===== config.mk =====
export PLATFORM = sky130hd
export DESIGN_NAME = regfile_scoreboard
export DESIGN_NICKNAME = d
export VERILOG_FILES = /design/src/rtl/cpu_pkg.sv /design/src/rtl/sb_counter.sv /design/src/rtl/regfile_scoreboard.sv
export SDC_FILE = /design/constraint.sdc
export NUM_CORES = 1
export LEC_CHECK = 0
export ABC_AREA = 1
export CAP_MARGIN = 30
export CORE_MARGIN = 2
export CORE_UTILIZATION = 45
export DETAILED_ROUTE_END_ITERATION = 7
export GPL_TIMING_DRIVEN = 0
export HOLD_SLACK_MARGIN = 0.03
export PLACE_DENSITY = 0.67
export SLEW_MARGIN = 20
export SYNTH_ARGS = -nofsm -noshare
export SYNTH_HDL_FRONTEND = slang
export SYNTH_SLANG_ARGS = --single-unit

===== constraint.sdc =====
create_clock -name clk -period 3.07 [get_ports clk]
set_input_delay 0.614 -clock clk [delete_from_list [all_inputs] [get_ports clk]]
set_output_delay 0.614 -clock clk [all_outputs]
set_load 0.01 [all_outputs]

===== src/rtl/cpu_pkg.sv =====
// Shared CPU definitions used by the register-file scoreboard.
package cpu_pkg;
  localparam int NUM_REGS = 16;
  localparam int ADDR_W   = 4;
  localparam int CNT_W    = 2;

  typedef enum logic [1:0] {
    SB_RUN,
    SB_DRAIN,
    SB_HALTED
  } sb_state_e;
endpackage


===== src/rtl/sb_counter.sv =====
// In-flight writer counter: one increment, two decrements per cycle.
// Saturates at the top and clamps at zero, flagging an underflow
// whenever more retires arrive than there are writers in flight.
module sb_counter #(
  parameter int CNT_W = 2
) (
  input  logic             clk,
  input  logic             rst,
  input  logic             i_inc,
  input  logic             i_dec_a,
  input  logic             i_dec_b,
  output logic [CNT_W-1:0] o_cnt,
  output logic             o_underflow
);
  localparam logic [CNT_W-1:0] CNT_MAX = '1;

  logic [CNT_W-1:0] r_cnt;
  logic [CNT_W+1:0] w_sum;
  logic [CNT_W-1:0] w_next;

  // Two extra bits: top bit is the sign (underflow), next flags overflow.
  always_comb begin
    w_sum = {2'b00, r_cnt}
          + {{(CNT_W+1){1'b0}}, i_inc}
          - {{(CNT_W+1){1'b0}}, i_dec_a}
          - {{(CNT_W+1){1'b0}}, i_dec_b};
    o_underflow = w_sum[CNT_W+1];
    if (w_sum[CNT_W+1])  w_next = '0;
    else if (w_sum[CNT_W]) w_next = CNT_MAX;
    else                 w_next = w_sum[CNT_W-1:0];
  end

  // Count register.
  always_ff @(posedge clk or posedge rst) begin
    if (rst) r_cnt <= '0;
    else     r_cnt <= w_next;
  end

  assign o_cnt = r_cnt;
endmodule


===== src/rtl/regfile_scoreboard.sv =====
// Issue-side hazard scoreboard for the register file and PS flag.
// One sb_counter per register plus one for PS tracks in-flight writers;
// RAW hazards and full counters stall issue, and a drain FSM quiesces
// the pipeline for halt/interrupt.
// Optional feature macro: SCOREBOARD_WB_BYPASS_EN adds writeback bypass
// (a source whose last writer retires via wb this cycle does not stall)
// and the byp_ra / byp_rt / byp_ps outputs.
module regfile_scoreboard
  import cpu_pkg::*;
#(
  parameter int NUM_REGS = cpu_pkg::NUM_REGS,
  parameter int ADDR_W   = cpu_pkg::ADDR_W,
  parameter int CNT_W    = cpu_pkg::CNT_W
) (
  input  logic                clk,
  input  logic                rst,
  input  logic                iss_valid,
  input  logic                iss_use_ra,
  input  logic                iss_use_rt,
  input  logic [ADDR_W-1:0]   iss_rt_addr,
  input  logic                iss_read_ps,
  input  logic                iss_reg_write,
  input  logic [ADDR_W-1:0]   iss_reg_addr,
  input  logic                iss_ps_write,
  input  logic                pipe_hold,
  output logic                iss_stall,
  input  logic                wb_valid,
  input  logic                wb_reg_write,
  input  logic [ADDR_W-1:0]   wb_reg_addr,
  input  logic                wb_ps_write,
  input  logic                kill_valid,
  input  logic                kill_reg_write,
  input  logic [ADDR_W-1:0]   kill_reg_addr,
  input  logic                kill_ps_write,
  input  logic                drain_req,
  output logic                drained,
  output logic [NUM_REGS-1:0] busy_regs,
  output logic                ps_busy,
`ifdef SCOREBOARD_WB_BYPASS_EN
  output logic                byp_ra,
  output logic                byp_rt,
  output logic                byp_ps,
`endif
  output logic                sb_err
);
  localparam logic [CNT_W-1:0] CNT_MAX = '1;

  // Index NUM_REGS is the PS flag counter.
  logic [NUM_REGS:0][CNT_W-1:0] w_cnt;
  logic [NUM_REGS:0]            w_busy;
  logic [NUM_REGS:0]            w_uflow;
  logic                         w_fire;
  logic                         w_ra_haz, w_rt_haz, w_ps_haz, w_full;
  logic                         w_all_idle;
  sb_state_e                    r_state, w_next_state;
  logic                         r_sb_err;

  assign w_fire = iss_valid & ~iss_stall & ~pipe_hold;

  for (genvar g = 0; g <= NUM_REGS; g++) begin : g_cnt
    logic w_inc, w_da, w_db;
    if (g < NUM_REGS) begin : g_reg
      assign w_inc = w_fire & iss_reg_write & (iss_reg_addr == ADDR_W'(g));
      assign w_da  = wb_valid & wb_reg_write & (wb_reg_addr == ADDR_W'(g));
      assign w_db  = kill_valid & kill_reg_write & (kill_reg_addr == ADDR_W'(g));
    end else begin : g_ps
      assign w_inc = w_fire & iss_ps_write;
      assign w_da  = wb_valid & wb_ps_write;
      assign w_db  = kill_valid & kill_ps_write;
    end
    sb_counter #(.CNT_W(CNT_W)) u_cnt (
      .clk         (clk),
      .rst         (rst),
      .i_inc       (w_inc),
      .i_dec_a     (w_da),
      .i_dec_b     (w_db),
      .o_cnt       (w_cnt[g]),
      .o_underflow (w_uflow[g])
    );
    assign w_busy[g] = |w_cnt[g];
  end

  assign busy_regs  = w_busy[NUM_REGS-1:0];
  assign ps_busy    = w_busy[NUM_REGS];
  assign w_all_idle = ~|w_busy;

`ifdef SCOREBOARD_WB_BYPASS_EN
  // Last in-flight writer retiring via wb this cycle: forward wb data instead of stalling.
  logic w_hit_ra, w_hit_rt, w_hit_ps;
  assign w_hit_ra = wb_valid & wb_reg_write & (wb_reg_addr == '0)
                  & (w_cnt[0] == CNT_W'(1));
  assign w_hit_rt = wb_valid & wb_reg_write & (wb_reg_addr == iss_rt_addr)
                  & (w_cnt[iss_rt_addr] == CNT_W'(1));
  assign w_hit_ps = wb_valid & wb_ps_write & (w_cnt[NUM_REGS] == CNT_W'(1));
  assign byp_ra   = iss_valid & iss_use_ra  & w_hit_ra;
  assign byp_rt   = iss_valid & iss_use_rt  & w_hit_rt;
  assign byp_ps   = iss_valid & iss_read_ps & w_hit_ps;
`endif

  // Issue stall from current counts and FSM state; pipe_hold deliberately excluded.
  always_comb begin
    w_ra_haz = w_busy[0];
    w_rt_haz = w_busy[iss_rt_addr];
    w_ps_haz = w_busy[NUM_REGS];
`ifdef SCOREBOARD_WB_BYPASS_EN
    w_ra_haz = w_ra_haz & ~w_hit_ra;
    w_rt_haz = w_rt_haz & ~w_hit_rt;
    w_ps_haz = w_ps_haz & ~w_hit_ps;
`endif
    w_full = (iss_reg_write & (w_cnt[iss_reg_addr] == CNT_MAX))
           | (iss_ps_write  & (w_cnt[NUM_REGS]   == CNT_MAX));
    iss_stall = iss_valid & ((r_state != SB_RUN)
                             | (iss_use_ra  & w_ra_haz)
                             | (iss_use_rt  & w_rt_haz)
                             | (iss_read_ps & w_ps_haz)
                             | w_full);
  end

  // Drain FSM next state; dropping the request always returns to RUN.
  always_comb begin
    w_next_state = r_state;
    case (r_state)
      SB_RUN:    if (drain_req) w_next_state = SB_DRAIN;
      SB_DRAIN:  if (!drain_req) w_next_state = SB_RUN;
                 else if (w_all_idle) w_next_state = SB_HALTED;
      SB_HALTED: if (!drain_req) w_next_state = SB_RUN;
      default:   w_next_state = SB_RUN;
    endcase
  end

  // FSM state register.
  always_ff @(posedge clk or posedge rst) begin
    if (rst) r_state <= SB_RUN;
    else     r_state <= w_next_state;
  end

  // Sticky error on any counter underflow.
  always_ff @(posedge clk or posedge rst) begin
    if (rst) r_sb_err <= 1'b0;
    else     r_sb_err <= r_sb_err | (|w_uflow);
  end

  assign drained = (r_state == SB_HALTED);
  assign sb_err  = r_sb_err;
endmodule

## Word-level counts from Yosys, hierarchy flattened

Cells that the tools add are included.

- $add $sub $neg: 51
- Multiplexer cells: 43
- Equality and inequality tests: 52
- Order comparisons: 2
- Reduce and logical (&&, ||, !) cells: 25
- Bitwise logic cells: 70

Operators by type and width:

| cell | count |
|---|---|
| $sub 4x1->4 | 34 |
| $eq 4x4->1 const B | 24 |
| $mux 2 | 39 |
| $and 1x1->1 | 62 |
| $add 2x1->3 | 17 |
| $eq 4x3->1 const B | 12 |
| $reduce_or 2->1 | 17 |
| $reduce_or 34->1 | 1 |
| $eq 4x2->1 const B | 6 |
| $reduce_or 17->1 | 1 |
| $eq 4x1->1 const B | 3 |
| $logic_not 4->1 | 3 |
| $lt 4x6->1 const B | 2 |
| $bmux 2 s4 | 1 |
| $eq 2x2->1 const B | 3 |
| $or 1x1->1 | 6 |
| $pmux 2 s3 | 1 |
| $bmux 1 s4 | 1 |
| $ne 2x2->1 const B | 2 |
| $ne 3x3->1 const B | 1 |
| $reduce_and 3->1 | 1 |
| $eq 2x1->1 const B | 1 |
| $logic_not 2->1 | 1 |
| $not 1->1 | 2 |
| 2 further kinds | 2 |

- Word-level logic and storage cells: 262
- Output and inout port bits: 20
- Bits in registers: 37

## Logic depth before layout (Yosys ltp)

Gate-level depths: netlist of run 1.

- Word-level depth: 18
- Gate-level depth with buffers: 22
- Mapped depth without buffers: 19

## Cells and area by module

From an unflattened synthesis of run 1, not the netlist that was laid out.

- Cells, all modules: 600
- Area total of the unflattened synthesis: 4481.8 um^2

By module, submodules not included:

| module | times used | cells an instance | seq. area each (um^2) | area each (um^2) |
|---|---|---|---|---|
| sb_counter | 17 | 17 | 50.0 | 178.9 |
| regfile_scoreboard | 1 | 311 | 75.1 | 1440.1 |

## Worst setup path before layout of run 1

Ideal clock, no wire load.

- Path kind: input to register
- Start point: in iss_reg_addr[0]
- End point: reg g_cnt[3].u_cnt.r_cnt[0]
- Path buffers: 3
- Arrival time: 2.828 ns
- Cell stages on the path: 18
- Path slack: 0.122 ns
- Cell sequence: buf_6 -> buf_6 -> nor2_2 -> nand2_1 -> nand3_1 -> nand2_1 -> nand4_1 -> nand3_2 -> nand4_4 -> buf_8 -> nor3_2 -> ha_1 -> fa_1 -> inv_1 -> ha_1 -> xor2_1 -> o21ai_0 -> inv_1

- Word-level cells in the longest chain between the ends: 17
- Elaborated cells between the ends (all ways): 18
- Classes of those cells: 3 x add/sub; 2 x eq/ne; 4 x mux; 9 x bitwise

RTL lines:

| element | line | text |
|---|---|---|
| start: declaration | regfile_scoreboard.sv:23 | `input logic [ADDR_W-1:0] iss_reg_addr,` |
| $bmux 2 s4 | regfile_scoreboard.sv:110 | `w_full = (iss_reg_write & (w_cnt[iss_reg_addr] == CNT_MAX))` |
| $mux 2 (implied by the code) | regfile_scoreboard.sv:110 |  |
| $eq 2x2->1 | regfile_scoreboard.sv:110 |  |
| $and 1x1->1 | regfile_scoreboard.sv:110 |  |
| $or 1x1->1 | regfile_scoreboard.sv:111 | `\| (iss_ps_write & (w_cnt[NUM_REGS] == CNT_MAX));` |
| $or 1x1->1 | regfile_scoreboard.sv:116 | `\| w_full);` |
| $and 1x1->1 | regfile_scoreboard.sv:112 | `iss_stall = iss_valid & ((r_state != SB_RUN)` |
| $not 1->1 | regfile_scoreboard.sv:58 | `assign w_fire = iss_valid & ~iss_stall & ~pipe_hold;` |
| $and 1x1->1 (2 in a row) | regfile_scoreboard.sv:58 |  |
| $and 1x1->1 | regfile_scoreboard.sv:63 | `assign w_inc = w_fire & iss_reg_write & (iss_reg_addr == ADDR_W'(g));` |
| $and 1x1->1 (*) | regfile_scoreboard.sv:63 |  |
| $add 2x1->3 (*) | sb_counter.sv:24 | `+ {{(CNT_W+1){1'b0}}, i_inc}` |
| $sub 4x1->4 (*) | sb_counter.sv:25 | `- {{(CNT_W+1){1'b0}}, i_dec_a}` |
| $sub 4x1->4 (*) | sb_counter.sv:26 | `- {{(CNT_W+1){1'b0}}, i_dec_b};` |
| $mux 2 | sb_counter.sv:29 | `else if (w_sum[CNT_W]) w_next = CNT_MAX;` |
| $mux 2 (*) | sb_counter.sv:28 | `if (w_sum[CNT_W+1]) w_next = '0;` |
| net g_cnt[3].u_cnt.w_next[0] | sb_counter.sv:19 | `logic [CNT_W-1:0] w_next;` |
| end signal: assignment | sb_counter.sv:36 | `else r_cnt <= w_next;` |
| end: declaration | sb_counter.sv:17 | `logic [CNT_W-1:0] r_cnt;` |

The timed path passes the listed nets; every way through them passes the cells marked *. The select of a mux whose other input is x is not followed.
A chain may end at the register's enable or synchronous reset.

## Worst setup path after layout of run 1

- Start point: in iss_reg_write
- End point: reg r_sb_err, in the netlist sb_err

- Word-level cells in the longest chain between the ends: 14
- Elaborated cells between the ends (all ways): 78
- Classes of those cells: 51 x add/sub; 26 x bitwise; 1 x reduce/logical

RTL lines:

| element | line | text |
|---|---|---|
| start: declaration | regfile_scoreboard.sv:22 | `input logic iss_reg_write,` |
| $and 1x1->1 | regfile_scoreboard.sv:110 |  |
| $or 1x1->1 | regfile_scoreboard.sv:111 |  |
| $or 1x1->1 | regfile_scoreboard.sv:116 |  |
| $and 1x1->1 | regfile_scoreboard.sv:112 |  |
| $not 1->1 | regfile_scoreboard.sv:58 |  |
| $and 1x1->1 (2 in a row) | regfile_scoreboard.sv:58 |  |
| $and 1x1->1 (2 in a row) | regfile_scoreboard.sv:63 |  |
| $add 2x1->3 | sb_counter.sv:24 |  |
| $sub 4x1->4 | sb_counter.sv:25 |  |
| $sub 4x1->4 | sb_counter.sv:26 |  |
| $reduce_or 17->1 (*) | regfile_scoreboard.sv:140 | `else r_sb_err <= r_sb_err \| (\|w_uflow);` |
| $or 1x1->1 (*) | regfile_scoreboard.sv:140 |  |
| end signal: assignment | regfile_scoreboard.sv:140 |  |
| end: declaration | regfile_scoreboard.sv:56 | `logic r_sb_err;` |

Every way passes the cells marked *; elsewhere a longest branch is shown, timed or not.

==> results of run 1 <==
-- final cells by class --
class / count / area (um^2)
timing repair buffer: 72 / 742
sequential: 37 / 935
clock buffer: 6 / 72.6
inverter: 148 / 563
buffer: 8 / 106
clock inverter: 2 / 10.0
fill: 806 / 3550
tap: 129 / 161
multi-input combinational: 399 / 3140
-- cells in the mapped netlist (3+ instances only) --
cell type    n
a21oi_1      5
buf_6        3
dfrtp_1     37
fa_1        34
ha_1        51
inv_1      145
nand2_1    168
nand3_1     19
nand4_1      7
nor2_1      42
nor3_1      15
nor3_2       9
nor4_1       4
o21a_1       4
o21ai_0     15
o21ai_1      6
xor2_1      12
-- cell families after synthesis --
logic type	Yosys count	share of synthesized area, %
and+or+nand+nor	269	27.0
adders and majority gates	85	30.5
buffers and inverters	156	14.5
DFF	37	21.4
xor gates and xnor gates	12	2.43
AOI/OAI and AO/OA	33	4.19
-- layout by cell type, fill, tap and decap left out, drive strengths merged --
master and instances:
ha 51, clkdlybuf4s50 42, nand4 8, nand3 20, nor3 24, nand3b 1, or2 1, inv 148
xor2 12, dlygate4sd2 1, dfrtp 37, fa 34, o211ai 1, clkinv 2, dlymetal6s2s 3, nand2 168
o21a 4, clkbuf 11, buf 29, nor4 4, nor2 43, o22ai 1, o21ai 21, a21oi 5
a211oi 1
-- what timing repair did --
| item | CTS | global route |
|---|---|---|
| gates cloned | 1 | 3 |
| buffers inserted | 4 | 14 |
| pin swaps | 3 | 23 |
| setup endpoints to repair | 35 | 19 |
| resized for setup | 32 | 110 |
| hold buffers | 0 | 0 |
-- sequential cells by signal, indices dropped and copies added, names as in the netlist --
| name | count |
|---|---|
| g_cnt.u_cnt.o_cnt | 34 |
| r_state | 2 |
| sb_err | 1 |
-- where the power goes --
group          total, uW  internal (uW)  switching, uW
Clock                355            158            198
Combinational       1830            836            990
Sequential           985            708            277
-- layer usage --
metal  track usage, %  up-vias  routed length, um
met4             6.97        0                384
met3             3.21       32                947
met2             40.4      160               5930
met1             31.6     1947               5160
li1                 -     1918                  -
met5                0        -                  0
-- metrics by stage --
| step | cells | setup slack, ns | area [um^2] | power, uW | hold WS, ns |
|---|---|---|---|---|---|
| floorplan | 592 | 0.122 | 4330 | 1840 | 0.508 |
| global placement | 770 | -0.770 | 4980 | 2410 | 0.457 |
| detailed placement | 771 | -0.819 | 5010 | 2480 | 0.463 |
| CTS | 784 | -0.0362 | 5230 | 2860 | 0.486 |
| global route | 801 | -0.268 | 5730 | 3440 | 0.519 |
| finish | 801 | -0.0630 | 5730 | 3170 | 0.486 |
-- path summary, 6_finish.rpt --
path,from,endpoint,slack [ns],cells past startpoint
worst max-delay path,iss_reg_write,sb_err,-0.06,11
worst min-delay path,sb_err,sb_err,0.49,1
worst max register to register,g_cnt[13].u_cnt.o_cnt[1],sb_err,-0.03,17
worst min register to register,sb_err,sb_err,0.49,1
max in group asynchronous,rst,g_cnt[13].u_cnt.o_cnt[1],1.91,3
min in group asynchronous,rst,g_cnt[4].u_cnt.o_cnt[0],0.65,2
==> metrics.txt, run 1 <==
CP max stage delay 0.50 ns; ANT nets after route 0; CP endpoint kind register; core area 0.00928 mm^2; Yosys warnings 0; synthesized cell area 0.00433 mm^2; critical-path cell list clkdlybuf4s50_1, inv_1, clkbuf_4, nor3_2, ha_1, fa_2, nor3_4, inv_1, nand4_1, nor4_4, nand3b_1; Via-to-Cell Ratio 5.06; Crit path top cell by count inv_1; CP Buf/Inv Count 4; WL final 12,400 um; Clk Latency, worst-skew pair 0.31 ns; Final Hold Viols 0; CTS tree built; RePlAce Congestion 0.972; Wirelength per Cell 15.5 um; first-pass GRT wire length 18,700 um; largest buffer count on any clock path 2; ys async rst share 100%; layout cells sized above 1 19.6%; number of synthesized register bits 37; Iteration-0 DRC Markers 257; clock sink count 37; die width 102 um; CP Class primary input to register; chip height 102 um; diode count 0; Synth Area per Inst 7.31 um^2; slowest CP cell clkdlybuf4s50_1; number of failing setup endpoints in the final timing report 2; full die area 0.0104 mm^2; final setup TNS -0.0996 ns; Final Core Density 61.8%; PnR worst setup slack -0.0630 ns; IO Port Bufs 49; Rows 35; Initial Util 46.6%; Post-Route Skew 0.0103 ns; Tot GR Track Use 23.7%; synthesized net count 709; post-synth top area share 21.4%; Worst VDD drop 0.340 mV; antenna violations before repair 0; Most used DFF post-synth dfrtp_1; Distinct cells, synth 31; number of H-tree levels 2; failing checks setup timing; Worst EP required 3.25 ns; vias in the first global route 3,821; RSZ-0062 raised after global routing true; synth top area cells dfrtp_1, fa_1, ha_1, nand2_1, inv_1; Post-route DRC 0; worst-path fanout max 10; crit path time final 3.13 ns; Max Freq 0.319 GHz; Layout area overhead 32.5%; maxcap violations 0; cell taking the most area after synthesis dfrtp_1; cell family with most CP delay buffers and inverters; slew margin rel. 39.1%; cells after synthesis 592; root buffer cell clkbuf_8; drt first pass iters 5; sequential area share after synthesis 21.4%; io pins 52; status finished with violations; Final period util 102%; Hold Crit Class register to register; HPWL after DPL 9430 um; Nets 788; Slew Viols, Final 0; Post-synth EDFFs 0; clock slew seen by the registers of the worst setup and hold paths 0.07 ns; grt ovf 0; CP Launch Type primary input; CTS buffer count 5; Arr. time, crit path 3.31 ns; via count 4,057; power density cells 552 mW/mm^2; largest net degree at the start of global routing 21; Static Leak 0.00299 uW; Tightest Pin Transition 0.906 ns
No activity file was read; power rests on OpenSTA's default activity.
==> run 2: changes to the inputs <==
- clock period: 3.07 -> 3.2 ns (I/O delays scaled with it)
==> metrics.txt, run 2 (synthesis gave the netlist of run 1 again) <==
status complete, no violations (was finished with violations); commonest non-fill, non-tap cell in the layout nand2_1 (unchanged); Wirelength per Cell 15.1 um (was 15.5 um); CP Class primary input to register (unchanged); PnR worst setup slack 0.0669 ns (was -0.0630 ns); slew margin rel. 42.4% (was 39.1%); Post-Route Skew 0.00950 ns (was 0.0103 ns); power density cells 520 mW/mm^2 (was 552 mW/mm^2); placed cell areas 0.00501 mm^2 (unchanged); vias in the first global route 3,746 (was 3,821); Flop pwr share 32.3% (was 31.1%); Iteration-0 DRC Markers 224 (was 257); grt ovf 0 (unchanged); Clk Latency, worst-skew pair 0.31 ns (about the same); Tot GR Track Use 23.4% (was 23.7%); Psw 1330 uW (was 1460 uW); RSZ-0062 raised after global routing true (unchanged); full die area 0.0104 mm^2 (unchanged); layout cells sized above 1 13.7% (was 19.6%); Layout area overhead 27.1% (was 32.5%); clock slew seen by the registers of the worst setup and hold paths 0.07 ns (about the same); hold bufs inserted after CTS 0 (unchanged); clock sink count 37 (unchanged); Design Area, Final 0.00550 mm^2 (was 0.00573 mm^2); max FFs per register 34 (unchanged); Sw Ratio 46.5% (was 46.3%); CP endpoint kind register (unchanged); root buffer cell clkbuf_8 (unchanged); Fillers 849 (was 806); Initial Util 46.6% (unchanged); M1 GR Usage 31.5% (was 31.6%); Worst VDD drop 0.203 mV (was 0.340 mV); chip height 102 um (unchanged); Nets 774 (was 788); Slew Viols, Final 0 (unchanged); antenna violations before repair 0 (unchanged); crit path time final 3.13 ns; Gate power share 55.9% (was 57.7%); IO Port Bufs 49 (unchanged); HPWL after DPL 9430 um (unchanged); largest buffer count on any clock path 2 (unchanged); Via-to-Cell Ratio 5.09 (was 5.06); clock share of power 11.8% (was 11.2%); Setup WS pre-CTS -0.715 ns (was -0.819 ns); internal power 1530 uW (was 1700 uW); number of H-tree levels 2 (unchanged); Final Hold Viols 0 (unchanged); RePlAce Congestion 0.972 (unchanged); largest net degree at the start of global routing 21 (unchanged); drt first pass iters 5 (unchanged); via count 4,005 (was 4,057); flop2flop setup slack 0.08 ns (was -0.03 ns); CTS buffer count 5 (unchanged); grt met2 use 39.5% (was 40.4%); CTS tree built (unchanged); ANT nets after route 0 (unchanged); Final period util 97.9%; Hold Crit Class register to register (unchanged); highest-count cells in the layout ignoring fill and taps nand2_1, inv_1, ha_1, clkdlybuf4s50_1, dfrtp_1 (unchanged); grt peak-use layer met2 (unchanged); worst-path fanout max 8 (was 10); maxcap violations 0 (unchanged); Max Freq 0.319 GHz; Arr. time, crit path 3.37 ns (was 3.31 ns); Rows 35 (unchanged); Tightest Pin Transition 0.857 ns (was 0.906 ns); Static Leak 0.00293 uW (was 0.00299 uW); WL final 11,900 um (was 12,400 um); Post-route DRC 0 (unchanged); first-pass GRT wire length 18,400 um (was 18,700 um); io pins 52 (unchanged); die width 102 um (unchanged); GR Util met3 3.01% (was 3.21%); diode count 0 (unchanged); number of failing setup endpoints in the final timing report 0 (was 2); Multi-input gate area 0.00301 mm^2 (was 0.00314 mm^2); core area 0.00928 mm^2 (unchanged); CP Launch Type primary input (unchanged); Worst EP required 3.44 ns (was 3.25 ns); flip-flop and latch area 927 um^2 (was 935 um^2)
-- run 2: changes by cell type in the layout (fill, tap and decap cells not counted), sizes merged --
cell           change
clkdlybuf4s50      +1
dlygate4sd2        -1
clkbuf             +2
buf               -16
-- run 2: worst paths after layout --
path / start / end / cells past startpoint
worst max-delay path: iss_reg_addr[0] / sb_err / 21
worst min-delay path: sb_err / sb_err / 1
worst max register to register: g_cnt[8].u_cnt.o_cnt[0] / sb_err / 17
worst min register to register: sb_err / sb_err / 1
max in group asynchronous: rst / g_cnt[13].u_cnt.o_cnt[1] / 3
min in group asynchronous: rst / g_cnt[4].u_cnt.o_cnt[0] / 2
-- run 2: critical path: stages --
cell and delay [ns]:
buf_16 0.13, buf_8 0.14, nand2_2 0.06, o21ai_2 0.06, nand2_1 0.06, nand2_1 0.05, nand2_1 0.06, nand2_1 0.05
inv_1 0.05, nand2_1 0.06, nand3_2 0.11, nand4_4 0.21, buf_12 0.22, nor3_2 0.15, ha_1 0.27, fa_2 0.37
nor3_2 0.17, inv_1 0.08, nand4_1 0.24, nor4_4 0.09, nand3b_1 0.09
-- run 2: area by class of cell --
| cell class | count | area share [%] |
|---|---|---|
| multi-input combinational | 399 | 54.7 |
| sequential | 37 | 16.9 |
| timing repair buffer | 58 | 11.8 |
| inverter | 148 | 10.2 |
| tap | 129 | 2.93 |
| buffer | 8 | 2.02 |
| clock buffer | 6 | 1.32 |
| clock inverter | 2 | 0.182 |
-- run 2: power groups by stage --
stage / sequential, uW / combinational [uW] / clock [uW]
finish: 924 / 1600 / 339
global route: 948 / 1800 / 370
floorplan: 812 / 948 / 0
detailed placement: 890 / 1490 / 0
CTS: 879 / 1500 / 348
global placement: 877 / 1430 / 0
-- run 2: metrics by stage --
step	std cells	utilization [%]	TNS (ns)	power, uW	hold slack (ns)
after global placement	770	53.6	-13.87	2310	0.457
after floorplan	592	-	0	1760	0.508
after global routing	787	59.2	-0.178	3120	0.519
final	787	59.2	0	2860	0.486
after CTS	780	55.3	-0.0152	2730	0.486
after detailed placement	771	53.9	-15.16	2380	0.463
-- run 2: repair_timing --
| action | in CTS | in global routing |
|---|---|---|
| gates resized for setup | 16 | 73 |
| gates cloned | 0 | 4 |
| buffers inserted | 1 | 3 |
| endpoints found under the hold margin | 0 | 0 |
| pin swaps | 2 | 19 |
| setup endpoints to repair | 30 | 20 |
-- run 2: metal layers --
metal	vias up	part of all wire [%]
met5	-	0
met3	25	6.7
met4	0	2.8
li1	1895	-
met2	155	47
met1	1930	43
==> run 3: changes to the inputs <==
- PLACE_DENSITY: 0.67 -> 0.75
- clock period: 3.2 -> 3.55 ns (I/O delays scaled with it)
==> metrics.txt, run 3 (synthesis gave the netlist of run 1 again) <==
status complete, no violations (unchanged); CTS tree built (unchanged); Rows 35 (unchanged); WL final 11,300 um (was 11,900 um); RSZ-0062 raised after global routing false (was true); Final period util 95.9%; CP Launch Type primary input (unchanged); grt met2 use 39.3% (was 39.5%); Worst EP required 3.79 ns (was 3.44 ns); maxcap violations 0 (unchanged); Via-to-Cell Ratio 4.93 (was 5.09); HPWL after DPL 9400 um (was 9430 um); Max Freq 0.294 GHz; GR Util met3 3.08% (was 3.01%); CP Class primary input to register (unchanged); Nets 766 (was 774); clock sink count 37 (unchanged); via count 3,838 (was 4,005); Post-route DRC 0 (unchanged); diode count 0 (unchanged); largest buffer count on any clock path 2 (unchanged); Slew Viols, Final 0 (unchanged); Design Area, Final 0.00519 mm^2 (was 0.00550 mm^2); Wirelength per Cell 14.6 um (was 15.1 um); number of H-tree levels 2 (unchanged); antenna violations before repair 0 (unchanged); Arr. time, crit path 3.65 ns (was 3.37 ns); drt first pass iters 4 (was 5); core area 0.00928 mm^2 (unchanged); first-pass GRT wire length 18,500 um (was 18,400 um); Hold Crit Class register to register (unchanged); vias in the first global route 3,864 (was 3,746); CP endpoint kind register (unchanged); Iteration-0 DRC Markers 209 (was 224); root buffer cell clkbuf_8 (unchanged); Post-CTS Setup Bufs 0 (was 1); Fin Hold WS 0.491 ns (was 0.486 ns); hold bufs inserted after CTS 0 (unchanged); max FFs per register 34 (unchanged); Flop pwr share 30.3% (was 32.3%); full die area 0.0104 mm^2 (unchanged); crit path time final 3.40 ns; grt peak-use layer met2 (unchanged); Layout area overhead 20.0% (was 27.1%); die width 102 um (unchanged); Tightest Pin Transition 1.02 ns (was 0.857 ns); RePlAce Congestion 0.944 (was 0.972); highest-count cells in the layout ignoring fill and taps nand2_1, inv_1, ha_1, clkdlybuf4s50_1, nor2_1 (was nand2_1, inv_1, ha_1, clkdlybuf4s50_1, dfrtp_1); Post-Route Skew 0.00685 ns (was 0.00950 ns); Worst VDD drop 0.311 mV (was 0.203 mV); worst-path fanout max 10 (was 8); chip height 102 um (unchanged); Clk Latency, worst-skew pair 0.30 ns (was 0.31 ns); Psw 1140 uW (was 1330 uW); clock slew seen by the registers of the worst setup and hold paths 0.08 ns (was 0.07 ns); number of failing setup endpoints in the final timing report 0 (unchanged); Tot GR Track Use 23.3% (was 23.4%); Initial Util 46.6% (unchanged); IO Port Bufs 49 (unchanged); Static Leak 0.00284 uW (was 0.00293 uW); ANT nets after route 0 (unchanged); io pins 52 (unchanged); internal power 1460 uW (was 1530 uW); placed cell areas 0.00501 mm^2 (unchanged); grt ovf 0 (unchanged); Gate power share 52.3% (was 55.9%); largest net degree at the start of global routing 21 (unchanged); power density cells 501 mW/mm^2 (was 520 mW/mm^2); M1 GR Usage 30.8% (was 31.5%); Sw Ratio 43.7% (was 46.5%); commonest non-fill, non-tap cell in the layout nand2_1 (unchanged); slew margin rel. 31.8% (was 42.4%); Final Hold Viols 0 (unchanged); CTS buffer count 5 (unchanged); clock share of power 17.4% (was 11.8%); layout cells sized above 1 6.15% (was 13.7%)
==> run 3: final timing paths <==
kind / cells after the start / start / slack (ns) / end
min in group asynchronous: 2 / rst / 0.74 / g_cnt[0].u_cnt.o_cnt[1]
max in group asynchronous: 3 / rst / 2.34 / g_cnt[12].u_cnt.o_cnt[0]
setup reg to reg: 17 / g_cnt[10].u_cnt.o_cnt[0] / 0.30 / sb_err
hold reg to reg: 1 / sb_err / 0.49 / sb_err
setup / recovery: 14 / iss_ps_write / 0.15 / sb_err
hold / removal: 1 / sb_err / 0.49 / sb_err
==> run 3: metal layers <==
metal | vias up | routed length, um
met5 | - | 0
met4 | 0 | 295
met3 | 23 | 880
met2 | 126 | 5360
met1 | 1826 | 4800
li1 | 1863 | -
==> run 3: what timing repair did <==
action | CTS | global route
gates cloned | 0 | 0
gates resized for setup | 5 | 12
pin swaps | 0 | 1
endpoints found under the setup margin | 2 | 19
==> run 3: area by class of cell <==
type                       instances  area, um^2
multi-input combinational        399        2810
tap                              129         161
timing repair buffer              50         528
clock inverter                     3        65.1
inverter                         148         558
fill                             877        4090
buffer                             8        76.3
clock buffer                       5        68.8
sequential                        37         926
==> run 3: per-stage QoR <==
stage	setup slack (ns)	setup TNS (ns)	util, %	power [uW]	cells
after CTS	0.0138	0	55.6	2610	779
after floorplan	0.506	0	-	1590	592
final	0.146	0	55.9	2600	779
after global routing	0.00776	0	55.9	2860	779
after global placement	-0.360	-3.80	53.6	2070	770
after detailed placement	-0.400	-5.21	53.9	2140	771
==> run 3: power groups by stage <==
| stage | sequential [uW] | clock [uW] | combinational (uW) |
|---|---|---|---|
| floorplan | 732 | 0 | 855 |
| global placement | 783 | 0 | 1280 |
| detailed placement | 796 | 0 | 1350 |
| CTS | 787 | 457 | 1360 |
| global route | 815 | 472 | 1570 |
| finish | 788 | 453 | 1360 |
==> run 3: worst max-delay path, stage by stage <==
cell	delay [ns]
clkdlybuf4s50_1	0.40
inv_1	0.07
nor3_1	0.06
a211oi_1	0.43
nand4_4	0.26
buf_8	0.23
nor3_2	0.15
ha_1	0.28
fa_1	0.41
nor3_2	0.22
inv_1	0.07
nand4_1	0.20
nor4_2	0.08
nand3b_1	0.09
